==> src/rtl/fpmul_seq.sv <==
// Sequential IEEE-754 single-precision multiplier with a radix-2^BITS_PER_CYCLE shift-add core.
// Optional macro ROUND_NEAREST_EN selects round-to-nearest-even; otherwise the result is truncated.
module fpmul_seq #(
    parameter int BITS_PER_CYCLE = 1
) (
    input  logic        CLOCK,
    input  logic        RESET,
    input  logic        START,
    input  logic [31:0] InputA,
    input  logic [31:0] InputB,
    output logic [31:0] AxB,
    output logic        DONE,
    output logic [1:0]  EXCEPTION
);
    localparam int N = 24 / BITS_PER_CYCLE;

    typedef enum logic [2:0] {IDLE, UNPACK, CHECK, MULT, NORM, PACK} state_t;

    state_t             state, state_nxt;
    logic [31:0]        op_a, op_b;
    logic               sign;
    logic [7:0]         exp_a, exp_b;
    logic [23:0]        man_a, man_b;
    logic               nan_any, inf_any, zero_any;
    logic signed [9:0]  exp_acc;
    logic [47:0]        acc, mcand, pp_sum;
    logic [23:0]        mplier;
    logic [4:0]         cnt;
    logic [22:0]        mant;
    logic               g, s;
    logic [23:0]        rounded;
    logic signed [9:0]  exp_fin;

    function automatic logic round_inc(input logic guard, input logic sticky, input logic lsb);
`ifdef ROUND_NEAREST_EN
        round_inc = guard & (sticky | lsb);
`else
        round_inc = 1'b0 & (guard | sticky | lsb);
`endif
    endfunction

    always_ff @(posedge CLOCK or negedge RESET) begin
        if (!RESET) state <= IDLE;
        else        state <= state_nxt;
    end

    always_comb begin
        state_nxt = state;
        case (state)
            IDLE:    if (START) state_nxt = UNPACK;
            UNPACK:  state_nxt = CHECK;
            CHECK:   state_nxt = (nan_any | inf_any | zero_any) ? IDLE : MULT;
            MULT:    if (cnt == 5'(N - 1)) state_nxt = NORM;
            NORM:    state_nxt = PACK;
            PACK:    state_nxt = IDLE;
            default: state_nxt = IDLE;
        endcase
    end

    // Partial products for the multiplier bits retired this cycle
    always_comb begin
        pp_sum = '0;
        for (int k = 0; k < BITS_PER_CYCLE; k++)
            if (mplier[k]) pp_sum = pp_sum + (mcand << k);
    end

    assign rounded = {1'b0, mant} + {23'b0, round_inc(g, s, mant[0])};
    assign exp_fin = exp_acc + $signed({9'b0, rounded[23]});

    always_ff @(posedge CLOCK or negedge RESET) begin
        if (!RESET) begin
            op_a      <= '0;
            op_b      <= '0;
            sign      <= 1'b0;
            exp_a     <= '0;
            exp_b     <= '0;
            man_a     <= '0;
            man_b     <= '0;
            nan_any   <= 1'b0;
            inf_any   <= 1'b0;
            zero_any  <= 1'b0;
            exp_acc   <= '0;
            acc       <= '0;
            mcand     <= '0;
            mplier    <= '0;
            cnt       <= '0;
            mant      <= '0;
            g         <= 1'b0;
            s         <= 1'b0;
            AxB       <= '0;
            DONE      <= 1'b0;
            EXCEPTION <= 2'b00;
        end else begin
            DONE <= 1'b0;
            case (state)
                IDLE: if (START) begin
                    op_a <= InputA;
                    op_b <= InputB;
                end
                UNPACK: begin
                    sign     <= op_a[31] ^ op_b[31];
                    exp_a    <= op_a[30:23];
                    exp_b    <= op_b[30:23];
                    man_a    <= (op_a[30:23] == 8'h00) ? 24'h0 : {1'b1, op_a[22:0]};
                    man_b    <= (op_b[30:23] == 8'h00) ? 24'h0 : {1'b1, op_b[22:0]};
                    nan_any  <= (op_a[30:23] == 8'hFF && op_a[22:0] != 23'h0) ||
                                (op_b[30:23] == 8'hFF && op_b[22:0] != 23'h0);
                    inf_any  <= (op_a[30:23] == 8'hFF && op_a[22:0] == 23'h0) ||
                                (op_b[30:23] == 8'hFF && op_b[22:0] == 23'h0);
                    zero_any <= (op_a[30:23] == 8'h00) || (op_b[30:23] == 8'h00);
                end
                CHECK: begin
                    if (nan_any || (inf_any && zero_any)) begin
                        AxB       <= 32'h7FC00000;
                        EXCEPTION <= 2'b11;
                        DONE      <= 1'b1;
                    end else if (inf_any) begin
                        AxB       <= {sign, 8'hFF, 23'h0};
                        EXCEPTION <= 2'b00;
                        DONE      <= 1'b1;
                    end else if (zero_any) begin
                        AxB       <= {sign, 31'h0};
                        EXCEPTION <= 2'b00;
                        DONE      <= 1'b1;
                    end else begin
                        exp_acc <= $signed({2'b00, exp_a}) + $signed({2'b00, exp_b}) - 10'sd127;
                        acc     <= '0;
                        mcand   <= {24'h0, man_a};
                        mplier  <= man_b;
                        cnt     <= '0;
                    end
                end
                MULT: begin
                    acc    <= acc + pp_sum;
                    mcand  <= mcand << BITS_PER_CYCLE;
                    mplier <= mplier >> BITS_PER_CYCLE;
                    cnt    <= cnt + 5'd1;
                end
                NORM: begin
                    if (acc[47]) begin
                        mant    <= acc[46:24];
                        exp_acc <= exp_acc + 10'sd1;
                        g       <= acc[23];
                        s       <= |acc[22:0];
                    end else begin
                        mant <= acc[45:23];
                        g    <= acc[22];
                        s    <= |acc[21:0];
                    end
                end
                PACK: begin
                    DONE <= 1'b1;
                    if (exp_fin >= 10'sd255) begin
                        AxB       <= {sign, 8'hFF, 23'h0};
                        EXCEPTION <= 2'b01;
                    end else if (exp_fin <= 10'sd0) begin
                        AxB       <= {sign, 31'h0};
                        EXCEPTION <= 2'b10;
                    end else begin
                        AxB       <= {sign, exp_fin[7:0], rounded[22:0]};
                        EXCEPTION <= 2'b00;
                    end
                end
                default: ;
            endcase
        end
    end
endmodule

==> config.mk <==
export PLATFORM = sky130hd
export DESIGN_NAME = fpmul_seq
export DESIGN_NICKNAME = d
export VERILOG_FILES = /design/src/rtl/fpmul_seq.sv
export SDC_FILE = /design/constraint.sdc
export NUM_CORES = 1
export LEC_CHECK = 0
export CAP_MARGIN = 20
export CORE_AREA = 2 2 187 189
export CTS_CLUSTER_DIAMETER = 40
export DETAILED_ROUTE_END_ITERATION = 8
export DIE_AREA = 0 0 189 191
export PLACE_DENSITY = 0.64
export SETUP_SLACK_MARGIN = 0.1
export SLEW_MARGIN = 20
export SYNTH_ARGS = -nofsm -noshare
export SYNTH_HDL_FRONTEND = slang
export SYNTH_SLANG_ARGS = --single-unit
==> constraint.sdc <==
create_clock -name CLOCK -period 4.06 [get_ports CLOCK]
set_input_delay 0.812 -clock CLOCK [delete_from_list [all_inputs] [get_ports CLOCK]]
set_output_delay 0.812 -clock CLOCK [all_outputs]
set_load 0.02 [all_outputs]
After elaboration in Yosys (flattened, before gate mapping) --
Index checks and enable logic that the tools add are counted.
Operators by class: add/sub/neg operators 5, order comparisons 2, eq/ne operators 15, muxes and demuxes 45, bitwise gates (word level) 3, reduce and logical (&&, ||, !) cells 24
Operators with widths (count):
- 48-bit two-way mux | 7
- 48-bit case mux with 2 select lines | 2
- 24-bit two-way mux | 5
- 32-bit two-way mux | 3
- 32-bit case mux with 2 select lines | 1
- 31-bit two-way mux | 2
- 48-bit adder | 1
- 24-bit case mux with 2 select lines | 1
- 23-bit zero test | 2
- 23-bit nonzero test | 2
- 10-bit two-way mux | 4
- 23-bit two-way mux | 1
- 10-bit case mux with 2 select lines | 1
- 8-bit equality test (second input constant) | 2
- 8-bit zero test | 2
- 5-bit two-way mux | 3
- 3-bit case mux with 5 select lines | 1
- 2-bit two-way mux | 6
- 2-bit inequality test (second input constant) | 6
- 10-bit by 2-bit adder with 10-bit output (second input constant) | 1
- 10-bit by 9-bit >= comparator with 1-bit output (second input constant) | 1
- 10-bit by 1-bit less-or-equal comparator with 1-bit output (second input constant) | 1
- 5-bit case mux with 2 select lines | 1
- 9-bit by 7-bit subtractor with 10-bit output (second input constant) | 1
- 20 further kinds | 37
Storage, ports and cells: bits in registers 328

Longest topological paths before layout --
Gate-level depths: netlist of run 1.
depth in word-level cells 6, mapped depth 13

Worst setup path after synthesis of run 1 --
OpenSTA, ideal clock, no wires.
path kind reg2reg, start point reg mplier[0], end point reg acc[32], arrival time 2.934 ns, required time 3.931 ns, setup slack 0.997 ns, cell stages (with the launch flop) 13, buffers on the path 1, cell sequence dfrtp_1 -> clkbuf_1 -> and2_1 -> ha_1 -> fa_1 -> a21o_1 -> a221o_1 -> a31oi_4 -> o211ai_2 -> a311o_1 -> a221oi_2 -> xor2_1 -> o21ai_1
On the way: longest elaborated chain between the ends 3
Ends and longest elaborated chain:
- start: declaration | RTL line 27 | logic [23:0] mplier;
- start signal: assignment | RTL line 129 | mplier <= man_b;
- start signal: assignment | RTL line 136 | mplier <= mplier >> BITS_PER_CYCLE;
- 48-bit two-way mux | RTL line 64 | if (mplier[k]) pp_sum = pp_sum + (mcand << k);
- 48-bit adder | RTL line 134 | acc <= acc + pp_sum;
- 48-bit case mux with 2 select lines | RTL line 95 | case (state)
- end signal: assignment | RTL line 134
- end: declaration | RTL line 26 | logic [47:0] acc, mcand, pp_sum;
Every way passes these cells. A chain may end at the register's enable or synchronous reset.

Worst setup path in the final report of run 1 --
Ends and elaborated chain as after synthesis.

==> results of run 1 <==
[synthesized netlist by cell type, types with 6 or more instances]
cell      count
nor3_1       22
and3_1       12
nand2_1     261
or4_1         6
a21oi_1      85
a22o_1       74
nand2b_1     10
inv_1        24
buf_1        10
mux2_2       64
nor2_1       55
a31oi_1      10
nand3_1      23
o21ai_0     185
o211ai_1     10
mux2i_1      70
xor2_1       20
clkbuf_1     88
o21a_1       14
and2_1       52
a21o_1       20
nor4b_1       7
o21bai_1      9
xnor2_1      19
dfrtp_1     328
nor4_1       18
ha_1         65
a211oi_1     16
nand4_1      21
[path summary, 6_finish.rpt]
kind                                            start                    to  slack [ns]  cells after the start
worst min-delay path                            RESET    AxB[4]$_DFFE_PN0P_        0.31                      1
worst min register to register   man_b[3]$_DFFE_PN0P_  man_b[3]$_DFFE_PN0P_        0.48                      2
min in group CLOCK               man_b[3]$_DFFE_PN0P_  man_b[3]$_DFFE_PN0P_        0.48                      2
worst max register to register  mplier[0]$_DFFE_PN0P_   acc[32]$_DFFE_PN0P_        0.67                     12
worst max-delay path            mplier[0]$_DFFE_PN0P_   acc[32]$_DFFE_PN0P_        0.67                     12
max in group asynchronous                       RESET   op_b[3]$_DFFE_PN0P_        2.83                      2
[placed cells by master (no fill, tap or decap), types with 21 or more instances in the layout]
master             n
a21oi_1           84
a22o_1            74
o21ai_0          184
nand4_1           21
mux2_2            64
nand2_1          259
buf_4             21
nand3_1           23
mux2i_1           70
nor2_1            54
inv_1             24
clkbuf_16         47
ha_1              65
clkdlybuf4s50_1  100
dfrtp_1          328
nor3_1            22
and2_1            51
[metal layers]
metal | global-route usage, % | vias to the layer above
li1 | - | 6234
met1 | 29.7 | 6078
met2 | 34.2 | 210
met3 | 2.74 | 52
met4 | 5.53 | 0
met5 | 0 | -
[registers in the layout, summed over array words and instances, names as in the netlist]
name	count
mant	23
exp_a	8
state	3
DONE	1
op_b	32
exp_b	8
inf_any	1
cnt	5
man_a	24
op_a	32
mcand	48
zero_any	1
nan_any	1
man_b	24
acc	48
mplier	24
AxB	32
EXCEPTION	2
exp_acc	10
sign	1
[power by group]
| part | total, mW | internal (mW) | switching (mW) |
|---|---|---|---|
| Clock | 4.21 | 2.64 | 1.56 |
| Sequential | 5.38 | 4.44 | 0.931 |
| Combinational | 4.41 | 1.95 | 2.46 |
| Total | 14.0 | 9.04 | 4.95 |
[metrics by stage]
step | utilization [%] | power (mW) | setup slack [ns] | instances
global route | 58.3 | 15.0 | 0.477 | 2243
CTS | 58.3 | 14.1 | 0.655 | 2242
finish | 58.3 | 14.0 | 0.670 | 2243
floorplan | - | 8.48 | 0.997 | 1680
global placement | 53.5 | 9.70 | 0.729 | 2159
detailed placement | 53.5 | 9.87 | 0.684 | 2159
[cell type report]
class | count | area share (%)
sequential | 328 | 41.3
multi-input combinational | 1225 | 40.7
timing repair buffer | 128 | 6.44
clock buffer | 55 | 6.37
tap | 455 | 2.86
clock inverter | 28 | 1.87
inverter | 24 | 0.453
[kinds of logic after synthesis]
group / after synthesis / synth area share [%]
AO/OA/AOI/OAI: 478 / 18.5
XOR/XNOR: 39 / 2.04
adder cells (fa/ha/maj): 67 / 5.09
buffers and inverters: 127 / 2.88
flip-flops: 328 / 49.0
multiplexers: 134 / 8.48
AND/OR/NAND/NOR: 507 / 14.1
==> reports/metrics.yaml, run 1 <==
worst_setup_path:
  cp-start-kind: "register"
  critPathTopFamily: "compound AO/OA/AOI/OAI gates"
  critPathSlowestCell: "fa_1"
  slowest_delay_ns: 0.41
  path_max_fanout: 26
  worstPathArrival_ns: 3.78
  cp_cell_sequence: "buf_4 -> and2_1 -> ha_1 -> fa_1 -> a21o_1 -> a221o_1 -> a31oi_4 -> o211ai_2 -> a311o_1 -> a221oi_2 -> xor2_1 -> o21ai_1"
  worstPathRequired_ns: 4.45
  cp-end-kind: "register"
  crit_buf_inv: 1
  crit_type: "register to register"
sta:
  hold_slack_ns: 0.308
  min_period_ns: 3.39
  hold_viol_final: 0
  max_freq_ghz: 0.295
  fin_crit_sh_pct: 83.5
  worst_slew_pin_slew_ns: 0.995
  tns_ns: 0
  slew_headroom_pct: 33.4
  skew_ns: 0.0257
  finalMaxSlewViolations: 0
  setup_viol: 0
  rsz0062_at_grt: "false"
clock_tree:
  numCtsBuffers: 46
  cts_buffer_depth: 3
  cts.reportedPaths.clkPinSlew_ns: 0.06
  cts_tree: "done"
  cts.root.buffer_cell: "clkbuf_16"
  cts_sinks: 328
  post_cts_buffers: 0
  htreeDepth: 2
  clk_latency_ns: 0.56
  ctsResizeCount: 0
  cts_hold_buf: 0
detailed_routing:
  drt-vias-per-instance: 5.61
  m1WireLength_um: 18000
  drt-total-wl_um: 37000
  wl_per_cell_um: 16.5
  ant_nets: 0
  first_iter_violations: 711
  wl_met2_um: 17100
  top_layer: "met4"
  drc: 0
  met3_wirelength_um: 1260
  drt_first_pass_iters: 4
  vias: 12600
synthesis:
  netlist_instances: 1680
  avgSynthCellArea_um2: 9.98
  synth_nets: 1814
  yosys.area.top_type_share_pct: 49.0
  synth_ff_type: "dfrtp_1"
  synth_cell_type_count: 66
  synth_top_cell_by_area: "dfrtp_1"
  synth_area_leaders: "dfrtp_1 49%, nand2_1 5.8%, o21ai_0 5.5%, ha_1 4.9%, mux2_2 4.3%"
  synth_edf_count: 0
  seq_area_frac_synth_pct: 49.0
  syn_area_um2: 16800
  ys_async_sr_fraction_pct: 100
  ys_ff_latch: 328
  yosys_warnings: 0
grt:
  grt_pass1_wl_um: 63200
  antenna_found_initial: 0
  gr-total-overflow: 0
  grtUsageTotal_pct: 21.0
  grt_max_degree: 104
  grt_pass1_vias: 12600
placement:
  port_buffers: 101
  routabilityCongestion: 0.861
  dp_hpwl_um: 25600
  place_area_um2: 18200
min_path:
  hold_path_class: "input pin to async pin"
floorplan:
  die_h_um: 191
  ios: 102
  start_util_pct: 49.1
  dieArea_um2: 36100
  die_x_um: 189
  core_area_um2: 34100
  rows: 68
cells_and_area:
  syn_to_final_growth_pct: 18.7
  seqCellArea_um2: 8210
  nets: 1887
  multi_input_comb_area_um2: 8100
  antenna_cells: 0
  drive_above_1_share_pct: 10.7
  fill_cells: 2967
  stdcell_area_um2: 19900
pwr:
  power.leakage_nw: 8.74
  ir_drop_mv: 0.387
  power_density_nw_per_um2: 703
flow_run:
  cap_viol_max_count: 0
outcome:
  outcome: "complete, no violations"
No activity file was read; power rests on OpenSTA's default activity.
==> run 2, diff against run 1 <==
Settings changed: PLACE_DENSITY 0.64 to 0.67.
Clock period 4.06 ns to 2.9 ns, I/O delays scaled along.
==> run 2 against run 1 <==
  * Total power increased by 46%
  * Non-clock buffer count increased by 126
  * Design area increased by 8.6%
  * Setup slack got worse by 0.72 ns
  * Highest routed layer unchanged
  * Combinational power increased by 60%
  * Largest cell class is now multi-input combinational cells
  * Worst hold slack got worse by 0.31 ns
  * The flow now finishes with violations (hold timing, setup timing)
==> reports/metrics.yaml, run 2 (synthesis gave the netlist of run 1 again) <==
outcome:
  outcome: "complete, but fails checks"
  violations: "hold timing, setup timing"
clock_tree:
  cts_tree: "done"
  numCtsBuffers: 46  # unchanged
  htreeDepth: 2  # unchanged
  clk_latency_ns: 0.55  # about the same
  cts_hold_buf: 0  # unchanged
  cts_buffer_depth: 3  # unchanged
  cts_sinks: 328  # unchanged
  cts.reportedPaths.clkPinSlew_ns: 0.05  # about the same
  cts.root.buffer_cell: "clkbuf_16"
sta:
  fin_crit_sh_pct: 102  # +18 points
  skew_ns: 0.0213  # -0.00445 ns
  finalMaxSlewViolations: 0  # unchanged
  setup_viol: 6  # +6
  timing.final.ws_setup_ns: -0.0525  # -0.723 ns
  hold_slack_ns: -0.00151  # -0.309 ns
  min_period_ns: 2.95  # -0.437 ns
  hold_viol_final: 1  # +1
  slew_headroom_pct: 42.1  # +8.7 points
  rsz0062_at_grt: "true"
  worst_slew_pin_slew_ns: 0.857  # -0.138 ns
  max_freq_ghz: 0.339  # +15%
placement:
  place_area_um2: 19100  # +4.8%
  dp.cells: 2267  # +5.0%
  pre_cts_ws_ns: -0.158  # -0.842 ns
  port_buffers: 101  # unchanged
  dp_hpwl_um: 27000  # +5.8%
  routabilityCongestion: 0.893  # +3.7%
min_path:
  hold_path_class: "input pin to async pin"
cells_and_area:
  syn_to_final_growth_pct: 28.9
  nets: 2013  # +6.7%
  final_common_cell: "dfrtp_1"
  fin_cells: 2369  # +5.6%
  final_cell_mix: "328 x dfrtp_1, 255 x nand2_1, 157 x o21ai_0"
  top_regs: "acc (48), mcand (48)"
  antenna_cells: 0  # unchanged
  drive_above_1_share_pct: 21.7  # +11 points
  stdcell_area_um2: 21600  # +8.6%
worst_setup_path:
  cp_cell_sequence: "and2_1 -> ha_2 -> fa_2 -> a21o_1 -> a221o_1 -> a31oi_4 -> o211ai_2 -> a311o_2 -> a22oi_2 -> or4_1 -> nand3_1"
  path_max_fanout: 5  # -81%
  worstPathArrival_ns: 3.37  # -0.41 ns
  crit_type: "register to register"
  cp-end-kind: "register"
  crit_buf_inv: 0  # -1
  slowest_delay_ns: 0.40  # about the same
  critPathSlowestCell: "dfrtp_1"
  worstPathRequired_ns: 3.32  # -1.13 ns
  critPathTopFamily: "compound AO/OA/AOI/OAI gates"
  cp-start-kind: "register"
floorplan:
  core_area_um2: 34100  # unchanged
  dieArea_um2: 36100  # unchanged
  die_h_um: 191  # unchanged
  die_x_um: 189  # unchanged
  rows: 68  # unchanged
  ios: 102  # unchanged
  start_util_pct: 49.1  # unchanged
detailed_routing:
  vias: 13300  # +5.7%
  drt-vias-per-instance: 5.61  # about the same
  drc: 0  # unchanged
  wl_per_cell_um: 16.6  # +0.36%
  m1WireLength_um: 17900  # -0.53%
  drt_first_pass_iters: 5  # +1
  ant_nets: 0  # unchanged
  wl_met2_um: 18900  # +11%
  drt-total-wl_um: 39300  # +6.0%
  first_iter_violations: 696  # -2.1%
  met3_wirelength_um: 1490  # +18%
  top_layer: "met4"
pwr:
  seqPwrFrac_pct: 37.0  # -1.4 points
  p_switching_mw: 7.26  # +47%
  clkPwrFrac_pct: 28.6  # -1.5 points
  ir_drop_mv: 0.581  # +50%
  total_power_mw: 20.5  # +46%
  power_density_nw_per_um2: 947  # +35%
  power.leakage_nw: 9.41  # +7.6%
  internal_power_mw: 13.2  # +46%
  p_comb_share_pct: 34.4  # +2.9 points
  swShare_pct: 35.5  # +0.088 points
grt:
  grt_pass1_vias: 13400  # +5.9%
  grt_pass1_wl_um: 65800  # +4.1%
  antenna_found_initial: 0  # unchanged
  grt_max_degree: 76  # -27%
  gr-total-overflow: 0  # unchanged
  grtUsageTotal_pct: 22.0  # +0.96 points
flow_run:
  cap_viol_max_count: 0  # unchanged
-- run 2: cell count changes in the layout (fill, tap and decap cells not counted), sizes merged --
cell	change
buf	+127
clkbuf	-4
clkinvlp	+1
inv	+2
-- run 2: per-stage QoR --
step | TNS (ns) | util [%]
2_1_floorplan | -0.321 | -
3_3_place_gp | -0.534 | 56.1
5_1_grt | -2.02 | 63.3
3_5_place_dp | -1.17 | 56.1
4_1_cts | -0.152 | 62.0
6_report | -0.181 | 63.3
-- run 2: worst paths after layout --
kind / start / endpoint / slack, ns / cells past startpoint
max: mplier[0]$_DFFE_PN0P_ / acc[40]$_DFFE_PN0P_ / -0.05 / 11
max reg2reg: mplier[0]$_DFFE_PN0P_ / acc[40]$_DFFE_PN0P_ / -0.05 / 11
min in group CLOCK: man_b[14]$_DFFE_PN0P_ / man_b[14]$_DFFE_PN0P_ / 0.48 / 2
min: RESET / AxB[8]$_DFFE_PN0P_ / -0.002 / 1
min reg2reg: man_b[14]$_DFFE_PN0P_ / man_b[14]$_DFFE_PN0P_ / 0.48 / 2
max in group asynchronous: RESET / op_a[12]$_DFFE_PN0P_ / 2.09 / 2
-- run 2: area by class of cell --
class / instances / area, um^2
multi-input cells: 1225 / 8780
flip-flops and latches: 328 / 8210
fillers: 2730 / 12500
clock inverters: 31 / 394
clock buffers: 52 / 1230
inverters: 24 / 90.1
well taps: 455 / 569
repair buffers: 254 / 2330
-- run 2: repair_timing --
action,CTS,global route
setup buffers,10,9
gates resized for setup,65,82
pin swaps,35,31
hold endpoints to repair,0,0
endpoints found under the setup margin,27,31
-- run 2: layer usage --
metal  GRT usage (%)  vias up
met5               0        -
met4            7.18        0
met3            2.75       78
met2            37.3      263
met1            29.2     6477
li1                -     6473
-- run 2: worst reg2reg max path: stages (launching register included) --
cell and delay (ns):
dfrtp_1 0.40, and2_1 0.15, ha_2 0.18, fa_2 0.36, a21o_1 0.18, a221o_1 0.36, a31oi_4 0.17, o211ai_2 0.12
a311o_2 0.40, a22oi_2 0.27, or4_1 0.18, nand3_1 0.06
-- run 2: power by group through the flow --
stage / sequential [mW] / clock [mW] / combinational (mW)
2_1_floorplan: 7.22 / 0 / 4.66
3_3_place_gp: 7.53 / 0 / 6.50
3_5_place_dp: 7.59 / 0 / 6.68
4_1_cts: 7.55 / 5.96 / 6.90
5_1_grt: 7.80 / 6.17 / 7.89
6_report: 7.58 / 5.85 / 7.04
